==> src/rtl/regfile_pkg.sv <==
// Shared register-file definitions used by the writeback arbiter and its round-robin sub-block.
package regfile_pkg;

  localparam int DEFAULT_ADDR_WIDTH = 5;
  localparam int DEFAULT_DATA_WIDTH = 32;

  typedef logic [DEFAULT_ADDR_WIDTH-1:0] reg_idx_t;

  localparam reg_idx_t REG_ZERO = '0;

endpackage

==> src/rtl/rr_arbiter.sv <==
// Rotating-priority arbiter: searches from the pointer upward with wrap, owns the pointer,
// and blanks its grant while reset is held.
module rr_arbiter #(
  parameter int N = 3
) (
  input  logic                 clk,
  input  logic                 reset,
  input  logic [N-1:0]         req,
  input  logic                 advance,
  output logic [N-1:0]         grant,
  output logic [$clog2(N)-1:0] grant_idx
);

  localparam int IDX_W = $clog2(N);

  logic [IDX_W-1:0] ptr_q, ptr_d;
  logic [N-1:0]     grant_raw;
  logic             found;

  always_comb begin
    grant_raw = '0;
    grant_idx = '0;
    found     = 1'b0;
    for (int k = 0; k < N; k++) begin
      logic [IDX_W-1:0] idx;
      idx = IDX_W'((int'(ptr_q) + k) % N);
      if (!found && req[idx]) begin
        found          = 1'b1;
        grant_raw[idx] = 1'b1;
        grant_idx      = idx;
      end
    end
  end

  assign grant = reset ? '0 : grant_raw;

  // The winner drops to lowest priority, so a steady requester waits at most N cycles.
  always_comb begin
    ptr_d = ptr_q;
    if (advance) begin
      ptr_d = (grant_idx == IDX_W'(N - 1)) ? '0 : grant_idx + 1'b1;
    end
  end

  always_ff @(posedge clk) begin
    if (reset) begin
      ptr_q <= '0;
    end else begin
      ptr_q <= ptr_d;
    end
  end

endmodule

==> src/rtl/regfile_wb_arbiter.sv <==
// Register-file write-port arbiter: one registered writeback beat per cycle from NUM_REQ sources.
// Define REGFILE_WB_SCOREBOARD_EN to add the pending-write scoreboard and its issue/operand ports.
module regfile_wb_arbiter
  import regfile_pkg::*;
#(
  parameter int NUM_REQ    = 3,
  parameter int ADDR_WIDTH = DEFAULT_ADDR_WIDTH,
  parameter int DATA_WIDTH = DEFAULT_DATA_WIDTH
) (
  input  logic                          CLK,
  input  logic                          RESET,
  input  logic [NUM_REQ-1:0]            REQ_VALID,
  output logic [NUM_REQ-1:0]            REQ_READY,
  input  logic [NUM_REQ*ADDR_WIDTH-1:0] REQ_RD,
  input  logic [NUM_REQ*DATA_WIDTH-1:0] REQ_DATA,
  output logic                          WEN,
  output logic [ADDR_WIDTH-1:0]         RD_SEL,
  output logic [DATA_WIDTH-1:0]         WB_DATA,
  output logic [$clog2(NUM_REQ)-1:0]    GRANT_ID
`ifdef REGFILE_WB_SCOREBOARD_EN
  ,
  input  logic                          ISSUE_VALID,
  input  logic [ADDR_WIDTH-1:0]         ISSUE_RD,
  input  logic [ADDR_WIDTH-1:0]         RS1_SEL,
  input  logic [ADDR_WIDTH-1:0]         RS2_SEL,
  output logic                          RS1_BUSY,
  output logic                          RS2_BUSY
`endif
);

  localparam int IDX_W = $clog2(NUM_REQ);

  logic [NUM_REQ-1:0]    grant;
  logic [IDX_W-1:0]      grant_idx;
  logic                  transfer;
  logic [ADDR_WIDTH-1:0] sel_rd;
  logic [DATA_WIDTH-1:0] sel_data;

  logic                  wen_q, wen_d;
  logic [ADDR_WIDTH-1:0] rd_sel_q, rd_sel_d;
  logic [DATA_WIDTH-1:0] wb_data_q, wb_data_d;
  logic [IDX_W-1:0]      grant_id_q, grant_id_d;

  rr_arbiter #(.N(NUM_REQ)) u_rr_arbiter (
    .clk       (CLK),
    .reset     (RESET),
    .req       (REQ_VALID),
    .advance   (transfer),
    .grant     (grant),
    .grant_idx (grant_idx)
  );

  assign REQ_READY = grant;
  assign transfer  = |grant;

  always_comb begin
    sel_rd   = '0;
    sel_data = '0;
    for (int i = 0; i < NUM_REQ; i++) begin
      if (grant[i]) begin
        sel_rd   = REQ_RD[i*ADDR_WIDTH +: ADDR_WIDTH];
        sel_data = REQ_DATA[i*DATA_WIDTH +: DATA_WIDTH];
      end
    end
  end

  // Writes to x0 are still consumed, but never reach the register file as a write enable.
  always_comb begin
    wen_d      = transfer && (sel_rd != ADDR_WIDTH'(REG_ZERO));
    rd_sel_d   = transfer ? sel_rd    : rd_sel_q;
    wb_data_d  = transfer ? sel_data  : wb_data_q;
    grant_id_d = transfer ? grant_idx : grant_id_q;
  end

  always_ff @(posedge CLK) begin
    if (RESET) begin
      wen_q      <= 1'b0;
      rd_sel_q   <= '0;
      wb_data_q  <= '0;
      grant_id_q <= '0;
    end else begin
      wen_q      <= wen_d;
      rd_sel_q   <= rd_sel_d;
      wb_data_q  <= wb_data_d;
      grant_id_q <= grant_id_d;
    end
  end

  assign WEN      = wen_q;
  assign RD_SEL   = rd_sel_q;
  assign WB_DATA  = wb_data_q;
  assign GRANT_ID = grant_id_q;

`ifdef REGFILE_WB_SCOREBOARD_EN
  localparam int SB_ENTRIES = 32;

  logic [SB_ENTRIES-1:0] pending_q, pending_d;

  // Set is applied after clear so a newer producer of the same register stays pending.
  always_comb begin
    pending_d = pending_q;
    if (wen_q) begin
      pending_d[rd_sel_q] = 1'b0;
    end
    if (ISSUE_VALID && (ISSUE_RD != ADDR_WIDTH'(REG_ZERO))) begin
      pending_d[ISSUE_RD] = 1'b1;
    end
  end

  always_ff @(posedge CLK) begin
    if (RESET) begin
      pending_q <= '0;
    end else begin
      pending_q <= pending_d;
    end
  end

  assign RS1_BUSY = (RS1_SEL != ADDR_WIDTH'(REG_ZERO)) && pending_q[RS1_SEL];
  assign RS2_BUSY = (RS2_SEL != ADDR_WIDTH'(REG_ZERO)) && pending_q[RS2_SEL];
`endif

endmodule
==> config.mk <==
export PLATFORM = sky130hd
export DESIGN_NAME = regfile_wb_arbiter
export DESIGN_NICKNAME = d
export VERILOG_FILES = /design/src/rtl/regfile_pkg.sv /design/src/rtl/rr_arbiter.sv /design/src/rtl/regfile_wb_arbiter.sv
export SDC_FILE = /design/constraint.sdc
export NUM_CORES = 1
export LEC_CHECK = 0
export BUFFER_PORTS_ARGS = -buffer_cell sky130_fd_sc_hd__buf_2
export CORE_MARGIN = 2
export CORE_UTILIZATION = 40
export CTS_BUF_LIST = sky130_fd_sc_hd__clkbuf_16
export DETAILED_ROUTE_END_ITERATION = 8
export PLACE_DENSITY = 0.72
export SETUP_SLACK_MARGIN = 0.05
export SLEW_MARGIN = 25
export SYNTH_ARGS = -nofsm -noshare
export SYNTH_HDL_FRONTEND = slang
export SYNTH_SLANG_ARGS = --single-unit
export TNS_END_PERCENT = 20
==> constraint.sdc <==
create_clock -name CLK -period 3.1 [get_ports CLK]
set_input_delay 0.775 -clock CLK [delete_from_list [all_inputs] [get_ports CLK]]
set_output_delay 0.775 -clock CLK [all_outputs]
set_load 0.03 [all_outputs]
==> results.md <==
Run status:
- The run finished with clean final reports.

Detailed routing:
- The first detailed-routing pass ran for 4 iterations.
- Once detail routing completed, the nets flagged for antenna violations numbered 0.
- The detailed-route DRC error count is 0.
- Detailed routing inserted a total of 3039 vias.
- The number of design-rule violations left by the first detailed-router iteration is 148.
- The routed via count divided by cell count is 5.55.
- The final wirelength is ~8000 um.
- The mean routed wirelength per cell is about 15 um.

Clock network:
- The number of clock sinks is 42.
- The CTS tree is built.
- The insertion delay to the later sink of the worst-skew pair is between 0.2 and 0.3 ns.
- No sink is reached through more buffers than the 2 on the longest clock path.
- The number of clock buffers inserted by TritonCTS is 5.
- In this run the clock root is driven by a clkbuf_16.
- After clock tree synthesis, the clock-pin slew on the worst setup and hold paths is 0.06 ns.
- The setup fix buffers added after clock tree synthesis is 0.
- The H-tree generated during clock tree synthesis spans 2 levels.

Finish:
- The final core utilization is 0.604.
- After the last flow step, the layout net total stands at 592.
- The layout has 583 filler cells.
- 0 antenna diodes ended up in the layout.
- The signed area change from the synthesized netlist to the final layout is 45.5%.
- Of the cells placed in the final design, the portion with a size suffix greater than 1 is 0.416.

Floorplanning:
- The area of the die is around 0.0068 mm2.
- Measured along the x axis, the die boundary spans 82.6 um.
- In this run the vertical extent of the chip is slightly above 80 um.
- The number of top-level design ports is 159.
- The initial utilization of the core area, before any placement, comes to 0.415.
- The floorplan has 28 rows.
- The total area inside the core boundary comes to 0.00596 mm2.

Synth:
- The flip-flop cell with the highest count after synthesis is dfxtp_1.
- The count of flip-flops with a built-in enable after synthesis is 0.
- The total of flip-flops plus latches after synthesis is 42.
- The number of different library cells in the post-synthesis netlist is 41.
- The sequential share of the synthesized area is 0.340.
- The gate count of the mapped netlist is 315.
- The dominant cell type by area after synthesis is dfxtp_1.
- For this run, the number of Yosys warnings is 0.
- The synthesized netlist occupies a cell area of 0.00247 mm2.
- For this run, asynchronously set or reset flops after synthesis account for 0.
- The top-area cell type share of the netlist area is 0.340.
- The synthesized area divided by synthesized cell count is 7.85 um2.
- Synthesis produced a netlist with a net count of 435.
- Ranked by total cell area, the synthesized netlist is headed by dfxtp_1 (34%), a21o_1 (10%), a211oi_1 (9.7%).

Power:
- The power per unit of standard cell area is 1160 mW/mm2.
- The analysis attributes to cell leakage a power of 0.00194 uW.
- The worst supply voltage drop on vdd is 533 uV.

Placement:
- The final weighted congestion of routability-driven global placement is ~0.85.
- The post-placement setup slack is approximately 0.16 ns.
- During placement, the flow inserted port buffers numbering 158.
- After legalization and detailed placement, the total HPWL measured 6170 um.

Worst setup path:
- STA classifies the critical path startpoint as a flop.
- The critical path goes through inv_1 -> ha_2 -> mux2_4 -> mux2_2 -> a21o_1 -> o21ai_1 -> nor2_1 -> buf_2.
- In this run the worst setup path begins at u_rr_arbiter.ptr_q[1].
- In this run the critical register-to-register path is launched from u_rr_arbiter.ptr_q[1].
- The termination of the worst setup path is REQ_READY[0].
- The slowest stage of the critical path belongs to the cell dfxtp_2.
- The arrival time of the worst setup path is between 2 and 2.5 ns.
- STA puts the critical path data required time at 2.32 ns.
- The worst setup path is captured at an output pin.
- The number of cells on the worst reg-to-reg path is 11.
- The delay of the slowest cell on the worst path is 0.34 ns.
- The critical path class is reg2out.
- In this run the critical register-to-register path is captured at u_rr_arbiter.ptr_q[0].
- The largest fanout on the critical path is 7.
- Setup slack on the worst reg-to-reg path comes out at 0.43 ns.

Job:
- Max-cap violations in this run came to 0.

Timing:
- The max-slew violation count is 0.
- The worst-case clock skew is between 0.004 and 0.005 ns.
- For this run, the top clock speed supported by timing is 336 MHz.
- Summed over all failing endpoints, the final setup total negative slack is 0 ns.
- The number of setup violations in the final report is 0.
- The smallest clock period supported by the final layout is computed as 2.98 ns.
- The post-route worst setup slack is approximately 0.12 ns.
- The worst-margin pin slew is 0.413 ns.
- The worst relative slew slack is 0.725.
- The share of the cycle needed by the critical path after routing is 0.961.
- Hold timing on the final database bottoms out at a slack of 0.440 ns.
- Setup repair after global routing could not meet its margin everywhere.
- The number of hold violations in the final report is 0.

GRT:
- After global routing the overflow that remains totals 0.
- The number of antenna violations at the first check in global routing is 0.
- The first global-routing pass estimated about 12000 um of wire.
- The maximum number of pins on one net before global-route repair is 37.
- The all-layer global routing usage is 0.220.
- The number of global-route vias before repair is 2554.

Hold path:
- The min-delay analysis places its worst path in the category reg2reg.
- The number of cells on the worst hold path is 2.
layout by cell type, fill, tap and decap left out, types with 3 or more instances in the layout:
cell type	netlist	layout
buf_2	6	158
dfxtp_1	42	41
nor2_1	37	36
a21o_1	34	34
nand3_1	34	34
a21oi_1	35	33
a211oi_1	32	32
nand2_1	18	18
buf_4	4	17
inv_1	6	6
a22o_1	5	5
clkbuf_16	0	5
o211ai_1	4	4
nor3_1	3	3
and4_1	3	3
o22ai_1	3	3
nand4_1	3	3
power by group:
part | switching (uW) | internal, uW
logic | 1660 | 1020
registers | 95.7 | 760
clock network | 194 | 458
total | 1950 | 2240
cell type report:
type / count / area, um2 / area share
clock buffers: 5 / 125 / 0.0348
clock inverters: 3 / 63.8 / 0.0177
inverters: 6 / 22.5 / 0.00626
multi-input cells: 241 / 1510 / 0.420
flip-flops and latches: 42 / 842 / 0.234
well taps: 75 / 93.8 / 0.0261
repair buffers: 176 / 938 / 0.261
Yosys cell counts (2+ instances only):
cell type,instances
a211oi_1,32
ha_1,4
buf_4,4
dfxtp_1,42
mux2i_1,2
nor3_1,3
o22ai_1,3
a21o_1,34
a22o_1,5
nand3_1,34
nor2_1,37
nand4_1,3
o21ai_0,3
and4_1,3
clkbuf_1,15
inv_1,6
nand2_1,18
or3_1,2
buf_2,6
o211ai_1,4
a21oi_1,35
routing by layer:
layer / global-route usage / vias up / wire (um)
li1: - / 1479 / -
met1: 0.264 / 1377 / 3260
met2: 0.390 / 168 / 3920
met3: 0.0446 / 15 / 799
met4: 0.0721 / 0 / 125
met5: 0 / - / 0
worst min path at each step:
stage,from,to,slack (ns)
final,RD_SEL[3],RD_SEL[3],0.44
after CTS,RD_SEL[4],RD_SEL[4],0.44
after detailed placement,RD_SEL[4],RD_SEL[4],0.43
after global routing,WB_DATA[14],WB_DATA[14],0.46
after floorplan,u_rr_arbiter.ptr_q[1],u_rr_arbiter.ptr_q[1],0.46
after global placement,WB_DATA[7],WB_DATA[7],0.43
registers in the layout (all words and copies together) (netlist names):
register	count
GRANT_ID	2
RD_SEL	5
WB_DATA	32
WEN	1
u_rr_arbiter.ptr_q	2
stage by stage:
| step | instance area (um2) | power, uW | instances |
|---|---|---|---|
| 4_1_cts | 3570 | 4170 | 548 |
| 5_1_grt | 3600 | 4500 | 548 |
| 6_report | 3600 | 4180 | 548 |
| 3_3_place_gp | 3380 | 3450 | 540 |
| 2_1_floorplan | 2470 | 2770 | 315 |
| 3_5_place_dp | 3380 | 3500 | 540 |
critical path, delay by kind of cell (launching register included):
family / cells / cell delay (ns)
multiplexers: 2 / 0.61
AO/OA/AOI/OAI: 2 / 0.38
flip-flops: 1 / 0.34
buffers and inverters: 2 / 0.27
adder cells (fa/ha/maj): 1 / 0.26
AND/OR/NAND/NOR: 1 / 0.06
timing repair:
| item | 4_1_cts | 5_1_grt |
|---|---|---|
| resized for setup | 1 | 6 |
| endpoints found under the setup margin | 1 | 3 |
| hold buffers | 0 | 0 |
kinds of logic after synthesis:
| family | Yosys count | synth area share |
|---|---|---|
| flip-flops | 42 | 0.340 |
| buffers and inverters | 32 | 0.0607 |
| adder cells (fa/ha/maj) | 4 | 0.0202 |
| AO/OA/AOI/OAI | 125 | 0.352 |
| multiplexers | 4 | 0.0187 |
| AND/OR/NAND/NOR | 108 | 0.208 |
No activity file was read; power rests on OpenSTA's default activity.
